[src/rtl/fetch_ctrl.sv]
// fetch_ctrl: boot/run sequencer for fetch_stage plus arbitration of the single
// synchronous instruction-memory port between instruction fetch and a program
// loader.
//
// Handshake semantics (single description for all ports):
//   - ld_req is a level request held by the loader with stable ld_addr/ld_wdata;
//     a write is performed in exactly the cycles where ld_gnt=1 (same cycle,
//     combinational). The first ld_req cycle in RUN only switches to LOAD.
//   - redirect_valid is a one-cycle pulse; it is applied immediately when the
//     fetch advances (fe_clk_en=1), otherwise it is parked in a single pending
//     slot (newest wins) and applied on the first advancing RUN cycle.
//   - imem holds its output register whenever imem_en=0, so fetch data stays
//     aligned with fetch_pc across stalls; instr_valid qualifies that data.
module fetch_ctrl #(
  parameter int BOOT_CYCLES = 4,
  parameter int ADDR_W      = 30,
  parameter int DATA_W      = 32
) (
  input  logic              clk,
  input  logic              async_rst_n,
  input  logic              stall_in,
  input  logic              redirect_valid,
  input  logic [ADDR_W-1:0] redirect_target,
  input  logic [ADDR_W-1:0] fetch_pc,
  input  logic [ADDR_W-1:0] fetch_next,
  output logic              fe_sync_rst,
  output logic              fe_clk_en,
  output logic              fe_jmp,
  output logic [ADDR_W-1:0] fe_target,
  input  logic              ld_req,
  input  logic [ADDR_W-1:0] ld_addr,
  input  logic [DATA_W-1:0] ld_wdata,
  output logic              ld_gnt,
  output logic [ADDR_W-1:0] imem_addr,
  output logic              imem_en,
  output logic              imem_we,
  output logic [DATA_W-1:0] imem_wdata,
  output logic              instr_valid,
  output logic              busy,
  output logic [1:0]        dbg_state
);

  typedef enum logic [1:0] {
    S_BOOT   = 2'd0,
    S_RUN    = 2'd1,
    S_LOAD   = 2'd2,
    S_RESUME = 2'd3
  } state_t;

  localparam int CNT_W = (BOOT_CYCLES > 1) ? $clog2(BOOT_CYCLES) : 1;
  localparam logic [CNT_W-1:0] BOOT_LAST = CNT_W'(BOOT_CYCLES - 1);

  state_t              r_state;
  logic [CNT_W-1:0]    r_boot_cnt;
  logic                r_pend_valid;
  logic [ADDR_W-1:0]   r_pend_target;
  logic                r_instr_valid;

  logic                w_in_run;
  logic                w_adv;
  logic                w_redir;

  // Fetch advances only in RUN when neither the backend nor the loader holds it.
  assign w_in_run  = (r_state == S_RUN);
  assign w_adv     = w_in_run && !stall_in && !ld_req;
  assign w_redir   = redirect_valid || r_pend_valid;

  assign fe_sync_rst = (r_state == S_BOOT);
  assign fe_clk_en   = w_adv;
  assign fe_jmp      = w_adv && w_redir;
  // A fresh redirect beats the parked one.
  assign fe_target   = redirect_valid ? redirect_target : r_pend_target;
  assign ld_gnt      = (r_state == S_LOAD) && ld_req;
  assign instr_valid = r_instr_valid;
  assign busy        = !w_in_run;
  assign dbg_state   = r_state;

  // imem port mux: fetch read in RUN, loader write in LOAD, refetch of fetch_pc in RESUME.
  always_comb begin
    imem_addr  = fetch_next;
    imem_en    = 1'b0;
    imem_we    = 1'b0;
    imem_wdata = '0;
    case (r_state)
      S_RUN: begin
        imem_addr = fetch_next;
        imem_en   = w_adv;
      end
      S_LOAD: begin
        imem_addr  = ld_addr;
        imem_en    = ld_req;
        imem_we    = ld_req;
        imem_wdata = ld_wdata;
      end
      S_RESUME: begin
        imem_addr = fetch_pc;
        imem_en   = 1'b1;
      end
      default: begin
        imem_addr = fetch_next;
      end
    endcase
  end

  // Sequencer FSM: boot countdown, run/load/resume transitions, instr_valid tracking.
  always_ff @(posedge clk or negedge async_rst_n) begin
    if (!async_rst_n) begin
      r_state       <= S_BOOT;
      r_boot_cnt    <= '0;
      r_instr_valid <= 1'b0;
    end else begin
      case (r_state)
        S_BOOT: begin
          if (r_boot_cnt == BOOT_LAST) begin
            r_state    <= S_RUN;
            r_boot_cnt <= '0;
          end else begin
            r_boot_cnt <= r_boot_cnt + 1'b1;
          end
        end
        S_RUN: begin
          if (ld_req) begin
            r_state       <= S_LOAD;
            r_instr_valid <= 1'b0;
          end else if (!stall_in) begin
            r_instr_valid <= 1'b1;
          end
        end
        S_LOAD: begin
          if (!ld_req) begin
            r_state <= S_RESUME;
          end
        end
        S_RESUME: begin
          r_state       <= S_RUN;
          r_instr_valid <= 1'b1;
        end
        default: begin
          r_state <= S_BOOT;
        end
      endcase
    end
  end

  // Pending redirect slot: consumed on any advance, refilled by a redirect that cannot advance.
  always_ff @(posedge clk or negedge async_rst_n) begin
    if (!async_rst_n) begin
      r_pend_valid  <= 1'b0;
      r_pend_target <= '0;
    end else if (r_state != S_BOOT) begin
      if (w_adv) begin
        r_pend_valid <= 1'b0;
      end else if (redirect_valid) begin
        r_pend_valid  <= 1'b1;
        r_pend_target <= redirect_target;
      end
    end
  end

endmodule

[config.mk]
export PLATFORM = sky130hd
export DESIGN_NAME = fetch_ctrl
export DESIGN_NICKNAME = d
export VERILOG_FILES = /design/src/rtl/fetch_ctrl.sv
export SDC_FILE = /design/constraint.sdc
export NUM_CORES = 1
export LEC_CHECK = 0
export ABC_AREA = 1
export BUFFER_PORTS_ARGS = -buffer_cell sky130_fd_sc_hd__buf_4
export CAP_MARGIN = 30
export CORE_AREA = 4 4 99 101
export CTS_CLUSTER_DIAMETER = 150
export CTS_CLUSTER_SIZE = 40
export DETAILED_ROUTE_END_ITERATION = 6
export DIE_AREA = 0 0 103 105
export HOLD_SLACK_MARGIN = 0.08
export PLACE_DENSITY = 0.69
export REMOVE_ABC_BUFFERS = 1
export SYNTH_ARGS = -nofsm -noshare
export SYNTH_HDL_FRONTEND = slang
export SYNTH_SLANG_ARGS = --single-unit
[constraint.sdc]
create_clock -name clk -period 2.6 [get_ports clk]
set_input_delay 0.52 -clock clk [delete_from_list [all_inputs] [get_ports clk]]
set_output_delay 0.52 -clock clk [all_outputs]
set_load 0.03 [all_outputs]
# Yosys cells after proc, flatten, opt, wreduce, memory -nomap -nowiden
# Cells that the tools add are included.
# op_classes
n_addsub	1
n_mux	15
n_reduce_logical	16
bitwise_logic	1
n_eq_ne	8
# ops
op	n
case mux 30 bit (2 select lines)	1
2-to-1 mux 32 bit	1
2-to-1 mux 30 bit	1
2-to-1 mux 2 bit	4
case mux 2 bit (4 select lines)	1
equality test 2 bit (second input constant)	3
AND reduction 2 bit	3
nonzero test 2 bit	3
2-to-1 mux 1 bit	5
logical AND 1 bit	4
inequality test 2 bit (second input constant)	2
zero test 1 bit	3
inequality test 3 bit (second input constant)	1
case mux 1 bit (3 select lines)	1
AND reduction 3 bit	1
adder 2 x 1 -> 2 bit (second input constant)	1
equality test 2 x 1 -> 1 bit (second input constant)	1
zero test 2 bit	1
inequality test 2 x 1 -> 1 bit (second input constant)	1
case mux 1 bit (2 select lines)	1
logical OR 1 bit	1
NOT 1 bit	1
# word_totals
register_bits	36
input_bits	157
elab_cells	46
output_inout_bits	102

# Longest topological paths before layout
# Gate-level depths: netlist of the first run.
# logic_depth
word_depth	5
depth_mapped	7

# Worst setup path after synthesis of the first run
# OpenSTA, ideal clock, no wires.
# synth_path
path_type	register to output
from	register r_state[0], in the netlist dbg_state[0]
to	output port imem_en
slack_ns	0.260
stages_incl_launch_ff	8
arrival_ns	1.820
required_ns	2.080
cell_sequence	dfrtp_1 -> inv_1 -> ha_1 -> buf_2 -> nand2_1 -> inv_1 -> nor2_1 -> a21oi_1
# synth_between
elab_chain_len	4
# synth_lines
element	line_no	source
start, declared	53	state_t r_state;
start signal, assigned	108	r_state <= S_BOOT;
start signal, assigned	115	r_state <= S_RUN;
start signal, assigned	123	r_state <= S_LOAD;
equality test 2 x 1 -> 1 bit	64, 84	
logical AND 1 bit (2 in series)	65	assign w_adv = w_in_run && !stall_in && !ld_req;
case mux 1 bit (3 select lines) (*)	84	case (r_state)
end, declared	35	output logic imem_en,
# Every way passes the cells marked *; elsewhere a longest branch is shown, timed or not.

# Worst setup path in the final report of the first run
# layout_path
from	register r_state[0], in the netlist dbg_state[0]
to	output port imem_addr[8]
# layout_between
elab_chain_len	2
# layout_lines
element	line_no	source
equality test 2 bit	84	
case mux 30 bit (2 select lines) (*)	84	
end, declared	34	output logic [ADDR_W-1:0] imem_addr,
# Marked as above.

==> impl_metrics.json, run 1 <==
{
  "postCtsSetupRepairBufs": 0,
  "netlist-cell-type-count": 16,
  "setup_violations": 0,
  "n_antenna_cell": 0,
  "synth_mux_area_share_pct": 0,
  "cts_tree": "built",
  "path_max_fanout": 30,
  "worst_setup_path_start_kind": "flip-flop",
  "cts_root_buf": "clkbuf_8",
  "yosysWarnings": 0,
  "top_usage_layer": "met2",
  "postRouteWirelength_um": 13100,
  "path_buf_inv": 3,
  "critical-path-top-cell-by-count": "buf_4",
  "worst_pin_slew_ps": 587,
  "route.detailed.wl_per_inst_um": 15.9,
  "synth_seq_cells": 36,
  "layout-drive-gt1-share_pct": 39.0,
  "drt-pass1-iter-count": 4,
  "post_drt_antenna_nets": 0,
  "drv.max_cap_violation_count": 0,
  "antenna_found_initial": 0,
  "detailroute.via_count": 3802,
  "power-per-cell-area_mw_per_mm2": 1140,
  "die_width_um": 103,
  "synth_area_in_xor_xnor_pct": 0,
  "vias_in_the_first_global_route": 3704,
  "insertion_delay_ps": 280,
  "worst-endpoint-required_ps": 2080,
  "crit_path_cell_trace": "inv_1, ha_2, nor2_2, buf_4, nand2_1, nand3_1, buf_4",
  "placeable_core_area_mm2": 0.00902,
  "critical_path.endpoint_type": "output pin",
  "drt_drc": 0,
  "period_needed_ps": 2320,
  "starting_utilization_of_the_core_area_pct": 30.4,
  "synth_top_family_by_area": "simple AND/OR/NAND/NOR gates",
  "syn_inst": 472,
  "track_usage_pct": 23.2,
  "post-route-period-util_pct": 89.3,
  "finalCoreUtilization_pct": 53.5,
  "worst_path_dominant_cell_family": "buffers and inverters",
  "postCtsResizedCells": 0,
  "status": "finished, final reports clean",
  "initialDrtViolationCount": 158,
  "std_cell_rows": 35,
  "slowest_stage": "dfrtp_1",
  "die_area_mm2": 0.0108,
  "ctsHtreeMaxLevel": 2,
  "viasPerCell": 4.60,
  "area.growth.synth_to_final_pct": 76.1,
  "path_clk_slew_ps": 70,
  "post-place-ws_ps": 580,
  "met1_usage_pct": 30.7,
  "cts-root-to-sink-buffers": 2,
  "timing_worst_setup_path_type": "reg -> out",
  "basic_gate_share_of_the_synthesized_area_counting_and_or_nand_and_nor_cells_pct": 51.9,
  "grt_max_degree": 37,
  "register_area_share_after_synthesis_pct": 32.9,
  "worst_path_largest_cell_delay_ps": 430,
  "nFillCells": 918,
  "rsz0062_at_grt": "no",
  "finalWeightedCongestion": 0.871,
  "fin_ws_ps": 280,
  "met2_global_route_usage_pct": 37.3,
  "grt_pass1_wl_um": 19500,
  "detailedPlacementHpwl_um": 10900,
  "ir_drop_mv": 0.434,
  "timing.max_slew.rel_slack_pct": 60.8,
  "final-seq-area_um2": 901,
  "finClkSkew_ps": 2.36,
  "postSynthAreaPerCell_um2": 5.80,
  "netlist_area_mm2": 0.00274,
  "cts_buffers": 5,
  "synth-compound-area-share_pct": 0.731,
  "highest_achievable_clock_rate_ghz": 0.431,
  "post_synth_fa_ha_maj_area_fraction_pct": 2.28,
  "grt_overflow_total": 0,
  "design.final.nets": 876,
  "final-max-slew-violation-count": 0,
  "multiInputGateArea_mm2": 0.00151,
  "power.static_leakage_uw": 0.00306,
  "num_io_pins": 259,
  "place.port_buffers": 258,
  "holdCritPathClass": "in -> async",
  "post_cts_hold_buffer_count": 0,
  "finalHoldViolCount": 0,
  "cp_data_arrival_time_ps": 1800,
  "dieHeight_um": 105,
  "clkSinkCount": 36,
  "met3_usage_pct": 6.94
}
-- per-layer routing --
layer  vias up  routed length [µm]
li1       1910                   -
met1      1710                5300
met2       164                6200
met3        18                1400
met4         0                 230
met5         -                   0
-- path summary, 6_finish.rpt --
check,startpoint,end,slack (ps),depth (start not counted)
max,dbg_state[0]$_DFFE_PN0P_,imem_addr[8],280,7
min,async_rst_n,r_pend_target[21]$_DFFE_PN0P_,190,1
max reg2reg,dbg_state[1]$_DFFE_PN0P_,r_pend_target[1]$_DFFE_PN0P_,880,6
min reg2reg,r_pend_target[25]$_DFFE_PN0P_,r_pend_target[25]$_DFFE_PN0P_,470,2
max in group asynchronous,async_rst_n,r_pend_target[17]$_DFFE_PN0P_,2090,1
min in group clk,r_pend_target[25]$_DFFE_PN0P_,r_pend_target[25]$_DFFE_PN0P_,470,2
-- state kept, by name, indices dropped and copies added, names as in the netlist --
name	flops
dbg_state	2
instr_valid	1
r_boot_cnt	2
r_pend_target	30
r_pend_valid	1
-- per-stage QoR --
stage                     TNS, ps  instance area, µm²  cells  total power [µW]  hold WS (ps)
after floorplan            -28380                2560    442              3390           224
after global placement          0                4700    818              4950           453
after detailed placement        0                4700    818              5020           459
after CTS                       0                4820    826              5570           197
after global routing            0                4820    826              5920           216
final                           0                4820    826              5500           192
-- kinds of logic after synthesis --
| group | Yosys count |
|---|---|
| AO/OA/AOI/OAI | 4 |
| adder cells (fa/ha/maj) | 5 |
| buffers and inverters | 72 |
| flip-flops | 36 |
| AND/OR/NAND/NOR | 355 |
-- final cells by class --
cell class | count | share of cell area [%]
inverter | 42 | 3.27
tap | 111 | 2.88
clock buffer | 7 | 2.00
clock inverter | 1 | 0.623
timing repair buffer | 265 | 41.2
sequential | 36 | 18.7
multi-input combinational | 364 | 31.3
-- power by group --
group          switching [µW]  internal, µW  total, µW
clock network             191           338        529
logic                    2610          1370       3980
registers                 158           829        987
total                    2960          2530       5500
-- worst reg2reg max path: cells and delay by family (launching register included) --
| family | cells | cell delay (ps) |
|---|---|---|
| adder cells (fa/ha/maj) | 1 | 200 |
| AND/OR/NAND/NOR | 4 | 910 |
| flip-flops | 1 | 440 |
| buffers and inverters | 1 | 100 |
-- layout by cell type, fill, tap and decap left out --
| master | Yosys | layout |
|---|---|---|
| nor2_2 | 0 | 1 |
| nor2_1 | 4 | 3 |
| clkbuf_8 | 0 | 7 |
| nand3_2 | 1 | 1 |
| inv_1 | 40 | 40 |
| ha_1 | 5 | 4 |
| o21ai_0 | 2 | 2 |
| dfrtp_1 | 36 | 36 |
| nand3_1 | 63 | 63 |
| bufinv_16 | 0 | 1 |
| buf_4 | 4 | 265 |
| nand2_2 | 1 | 1 |
| nand4_1 | 1 | 1 |
| inv_2 | 2 | 2 |
| nand2_1 | 285 | 285 |
| a21oi_1 | 2 | 2 |
| ha_2 | 0 | 1 |
-- synthesized netlist by cell type --
library cell	instances	share of area, %
nand2_1	285	39
nand3_1	63	12
inv_1	40	5.5
dfrtp_1	36	33
buf_2	20	3.7
ha_1	5	2.3
buf_4	4	1.1
nor2_1	4	0.55
buf_6	3	1.2
clkbuf_1	3	0.41
a21oi_1	2	0.37
inv_2	2	0.27
o21ai_0	2	0.37
nand2_2	1	0.23
nand3_2	1	0.37
nand4_1	1	0.23
No activity file was read; power rests on OpenSTA's default activity.
==> inputs of run 2 (changes only) <==
==> constraint.sdc (replaced) <==
create_clock -name clk -period 2.7 [get_ports clk]
set_input_delay 0.54 -clock clk [delete_from_list [all_inputs] [get_ports clk]]
set_output_delay 0.54 -clock clk [all_outputs]
set_load 0.03 [all_outputs]
==> impl_metrics.json, run 2 (synthesis results as in run 1) <==
{
  "status": "finished, final reports clean",
  "layout-drive-gt1-share_pct": 38.8,
  "final-max-slew-violation-count": 0,
  "nFillCells": 907,
  "post_drt_antenna_nets": 0,
  "setup.reg_to_reg.worst_slack_ps": 830,
  "layout.cells.most_common": "nand2_1",
  "postRouteWirelength_um": 12900,
  "dieHeight_um": 105,
  "place_area_mm2": 0.00470,
  "timing.max_slew.rel_slack_pct": 60.4,
  "timing_worst_setup_path_type": "reg -> out",
  "period_needed_ps": 2440,
  "die_area_mm2": 0.0108,
  "die_width_um": 103,
  "detailroute.via_count": 3785,
  "path_buf_inv": 3,
  "fin_ws_ps": 259,
  "comb_power_share_pct": 74.7,
  "finalWeightedCongestion": 0.853,
  "rsz0062_at_grt": "no",
  "switching_power_total_uw": 2850,
  "drv.max_cap_violation_count": 0,
  "worst_setup_path_start_kind": "flip-flop",
  "worst-r2r-cell-count": 7,
  "cp-startpoint": "dbg_state[0]$_DFFE_PN0P_",
  "worst_pin_slew_ps": 592,
  "top_usage_layer": "met2",
  "power_frac_clock_pct": 6.9,
  "crit_path_cell_trace": "inv_1, ha_2, nor2_2, buf_4, nand2_1, nand3_1, buf_4",
  "holdCritPathClass": "in -> async",
  "cts_tree": "built",
  "met3_usage_pct": 5.47,
  "area.growth.synth_to_final_pct": 74.3,
  "power.static_leakage_uw": 0.00304,
  "ir_drop_mv": 0.450,
  "finalCoreUtilization_pct": 52.9,
  "track_usage_pct": 22.5,
  "met1_usage_pct": 30.3,
  "postCtsSetupRepairBufs": 0,
  "final_cell_mix": "285 x nand2_1, 265 x buf_4, 63 x nand3_1",
  "worst-endpoint-required_ps": 2160,
  "route.detailed.wl_per_inst_um": 15.6,
  "vias_in_the_first_global_route": 3448,
  "clkSinkCount": 36,
  "worstSetupPathDepth": 7,
  "reg2reg_from": "dbg_state[1]$_DFFE_PN0P_",
  "drt-pass1-iter-count": 5,
  "grt_max_degree": 39,
  "worst_path_dominant_cell_family": "buffers and inverters",
  "insertion_delay_ps": 280,
  "critical_path.endpoint_type": "output pin",
  "largest_reg_flops": 30,
  "postCtsResizedCells": 0,
  "place.port_buffers": 258,
  "r2r-end": "r_pend_target[18]$_DFFE_PN0P_",
  "starting_utilization_of_the_core_area_pct": 30.4,
  "detailedPlacementHpwl_um": 10700,
  "setup_violations": 0,
  "num_io_pins": 259,
  "n_antenna_cell": 0,
  "stdcell_area_mm2": 0.00477,
  "ctsHtreeMaxLevel": 2,
  "placeable_core_area_mm2": 0.00902,
  "finClkSkew_ps": 3.48,
  "finalHoldViolCount": 0,
  "power-per-cell-area_mw_per_mm2": 1080,
  "post-place-ws_ps": 555,
  "critPathCapture": "imem_addr[8]",
  "viasPerCell": 4.59,
  "worst_path_largest_cell_delay_ps": 430,
  "seqPwrFrac_pct": 18.5,
  "number_of_standard_cells_in_the_final_layout_excluding_fillers": 825,
  "grt_overflow_total": 0,
  "slowest_stage": "dfrtp_1",
  "cts-root-to-sink-buffers": 2,
  "cp_data_arrival_time_ps": 1900,
  "cts_root_buf": "clkbuf_8",
  "design.final.nets": 876,
  "grt_pass1_wl_um": 19000,
  "swShare_pct": 55.4,
  "highest_achievable_clock_rate_ghz": 0.410,
  "std_cell_rows": 35,
  "post_cts_hold_buffer_count": 0,
  "cts_buffers": 5,
  "met2_global_route_usage_pct": 36.3,
  "initialDrtViolationCount": 219,
  "antenna_found_initial": 0,
  "critical-path-top-cell-by-count": "buf_4",
  "internal-power_uw": 2290,
  "path_max_fanout": 30,
  "reg_with_most_ffs": "r_pend_target",
  "dp.cells": 818,
  "post-route-period-util_pct": 90.4,
  "path_clk_slew_ps": 70,
  "drt_drc": 0
}
==> run 2: cell count changes in the layout (fill, tap and decap cells not counted) <==
cell,change
clkbuf_8,-2
bufinv_16,-1
clkbuf_1,+1
clkinv_2,+1
==> run 2: metal layers <==
| layer | share of wire [%] | vias up |
|---|---|---|
| met3 | 9.5 | 15 |
| li1 | - | 1914 |
| met1 | 43 | 1695 |
| met5 | 0 | - |
| met4 | 1.5 | 0 |
| met2 | 46 | 161 |
==> run 2: metrics by stage <==
stage,hold WS [ps],TNS (ps),power [µW]
floorplan,244,-23670,3260
global placement,454,0,4770
detailed placement,461,0,4820
CTS,220,0,5200
global route,238,0,5520
finish,206,0,5140
==> run 2: power by group through the flow <==
stage | Sequential [µW] | Combinational (µW) | Clock, µW
finish | 949 | 3840 | 352
global route | 982 | 4160 | 387
CTS | 949 | 3880 | 369
detailed placement | 951 | 3870 | 0
global placement | 953 | 3820 | 0
floorplan | 960 | 2300 | 0
==> run 2: cell type report <==
type / count / area, µm² / share of cell area (%)
flip-flops and latches: 36 / 901 / 18.9
inverters: 42 / 158 / 3.30
multi-input cells: 364 / 1510 / 31.6
clock inverters: 1 / 5.00 / 0.105
repair buffers: 265 / 1990 / 41.7
well taps: 111 / 139 / 2.91
clock buffers: 6 / 72.6 / 1.52
==> run 2: how the worst min path moves through the flow <==
stage / endpoint / slack [ps] / depth (start not counted)
floorplan: dbg_state[0]$_DFFE_PN0P_ / 240 / 0
global placement: r_pend_target[19]$_DFFE_PN0P_ / 450 / 2
detailed placement: r_pend_target[16]$_DFFE_PN0P_ / 460 / 2
CTS: r_pend_target[27]$_DFFE_PN0P_ / 220 / 1
global route: r_pend_target[13]$_DFFE_PN0P_ / 240 / 1
finish: r_pend_target[27]$_DFFE_PN0P_ / 210 / 1
==> inputs of run 3 (changes only) <==
--- a/config.mk
+++ b/config.mk
@@ -14,8 +14,9 @@
 export DETAILED_ROUTE_END_ITERATION = 6
 export DIE_AREA = 0 0 103 105
 export HOLD_SLACK_MARGIN = 0.08
-export PLACE_DENSITY = 0.69
+export PLACE_DENSITY = 0.68
 export REMOVE_ABC_BUFFERS = 1
 export SYNTH_ARGS = -nofsm -noshare
 export SYNTH_HDL_FRONTEND = slang
 export SYNTH_SLANG_ARGS = --single-unit
+export TNS_END_PERCENT = 100
==> impl_metrics.json, run 3 (synthesis results as in run 1) <==
{
  "status": "finished, final reports clean",
  "drt-pass1-iter-count": 4,
  "fin_ws_ps": 188,
  "place.port_buffers": 258,
  "power_frac_clock_pct": 7.7,
  "setup_violations": 0,
  "comb_power_share_pct": 73.9,
  "finClkSkew_ps": 4.81,
  "ir_drop_mv": 0.437,
  "grt_overflow_total": 0,
  "postCtsResizedCells": 0,
  "vias_in_the_first_global_route": 3549,
  "cts_buffers": 5,
  "seqPwrFrac_pct": 18.4,
  "ctsHtreeMaxLevel": 2,
  "timing.max_slew.rel_slack_pct": 62.4,
  "post-route-period-util_pct": 93.0,
  "finalHoldViolCount": 0,
  "power.static_leakage_uw": 0.00305,
  "insertion_delay_ps": 280,
  "postCtsSetupRepairBufs": 0,
  "path_clk_slew_ps": 80,
  "drt_drc": 0,
  "post_drt_antenna_nets": 0,
  "starting_utilization_of_the_core_area_pct": 30.4,
  "initialDrtViolationCount": 229,
  "std_cell_rows": 35,
  "final-max-slew-violation-count": 0,
  "cts_tree": "built",
  "number_of_standard_cells_in_the_final_layout_excluding_fillers": 826,
  "detailedPlacementHpwl_um": 10900,
  "postRouteWirelength_um": 13100,
  "cts_root_buf": "clkbuf_8",
  "detailroute.via_count": 3757,
  "totalNegativeSetupSlack_ps": 0,
  "placeable_core_area_mm2": 0.00902,
  "route.detailed.wl_per_inst_um": 15.9,
  "cp_data_arrival_time_ps": 1970,
  "worst_pin_slew_ps": 562,
  "worst-endpoint-required_ps": 2160,
  "antenna_found_initial": 0,
  "post_cts_hold_buffer_count": 0,
  "drv.max_cap_violation_count": 0,
  "cts-root-to-sink-buffers": 2,
  "n_antenna_cell": 0,
  "switching_power_total_uw": 2910,
  "rsz0062_at_grt": "no",
  "area.growth.synth_to_final_pct": 75.0,
  "worst_setup_path_start_kind": "flip-flop",
  "largest_reg_flops": 30,
  "viasPerCell": 4.55,
  "finalWeightedCongestion": 0.946,
  "design.final.nets": 876,
  "dieHeight_um": 105,
  "grt_max_degree": 42,
  "num_io_pins": 259,
  "swShare_pct": 55.6,
  "holdCritPathClass": "in -> async",
  "die_area_mm2": 0.0108,
  "final_cell_mix": "285 x nand2_1, 265 x buf_4, 63 x nand3_1",
  "die_width_um": 103,
  "critical_path.endpoint_type": "output pin",
  "power-per-cell-area_mw_per_mm2": 1090,
  "path_max_fanout": 41,
  "internal-power_uw": 2320,
  "track_usage_pct": 22.7,
  "clkSinkCount": 36,
  "post-place-ws_ps": 501,
  "grt_pass1_wl_um": 19000,
  "reg_with_most_ffs": "r_pend_target",
  "layout.cells.most_common": "nand2_1",
  "dp.cells": 818,
  "highest_achievable_clock_rate_ghz": 0.398,
  "period_needed_ps": 2510,
  "layout-drive-gt1-share_pct": 39.0,
  "timing_worst_setup_path_type": "reg -> out"
}
-- run 3: cell types whose count changed in the layout (fill, tap and decap cells not counted) --
cell      before  now
clkbuf_8       5    6
inv_6          0    1
clkbuf_1       1    0
-- run 3: final timing paths --
| path | from | to | slack, ps | cells past startpoint |
|---|---|---|---|---|
| setup reg to reg | dbg_state[1]$_DFFE_PN0P_ | r_pend_target[2]$_DFFE_PN0P_ | 810 | 7 |
| max in group asynchronous | async_rst_n | r_pend_target[12]$_DFFE_PN0P_ | 2190 | 1 |
| min in group clk | r_pend_target[1]$_DFFE_PN0P_ | r_pend_target[1]$_DFFE_PN0P_ | 480 | 2 |
| hold reg to reg | r_pend_target[1]$_DFFE_PN0P_ | r_pend_target[1]$_DFFE_PN0P_ | 480 | 2 |
| setup / recovery | dbg_state[0]$_DFFE_PN0P_ | imem_addr[28] | 190 | 6 |
| hold / removal | async_rst_n | r_pend_target[22]$_DFFE_PN0P_ | 200 | 1 |
-- run 3: final cells by class --
| cell class | instances | area [µm²] |
|---|---|---|
| Clock buffer | 6 | 82.6 |
| Clock inverter | 2 | 13.8 |
| Fill cell | 939 | 4230 |
| Inverter | 42 | 158 |
| Multi-Input combinational cell | 364 | 1510 |
| Sequential cell | 36 | 901 |
| Tap cell | 111 | 139 |
| Timing Repair Buffer | 265 | 1990 |
-- run 3: per-layer routing --
| metal | track usage, % | routed length, µm |
|---|---|---|
| met2 | 36.3 | 6050 |
| met4 | 4.72 | 234 |
| met3 | 7.41 | 1540 |
| met1 | 29.7 | 5320 |
| met5 | 0 | 0 |
-- run 3: stage by stage --
step / hold WS, ps / cell area (µm²) / power [µW] / util (%)
finish: 197 / 4790 / 5230 / 53.1
global route: 225 / 4790 / 5600 / 53.1
CTS: 209 / 4790 / 5270 / 53.1
detailed placement: 459 / 4700 / 4860 / 52.1
global placement: 454 / 4700 / 4820 / 52.1
floorplan: 244 / 2560 / 3260 / -
-- run 3: critical path, cell delays in order, from the launching register on --
cell,delay [ps]
dfrtp_1,450
inv_1,130
ha_2,230
buf_4,370
nand2_1,160
nand3_1,160
buf_4,190
-- run 3: power by group through the flow --
stage | logic [µW] | registers [µW] | clock network (µW)
3_5_place_dp | 3900 | 955 | 0
2_1_floorplan | 2300 | 960 | 0
5_1_grt | 4170 | 993 | 435
4_1_cts | 3910 | 957 | 409
3_3_place_gp | 3860 | 962 | 0
6_report | 3870 | 960 | 403
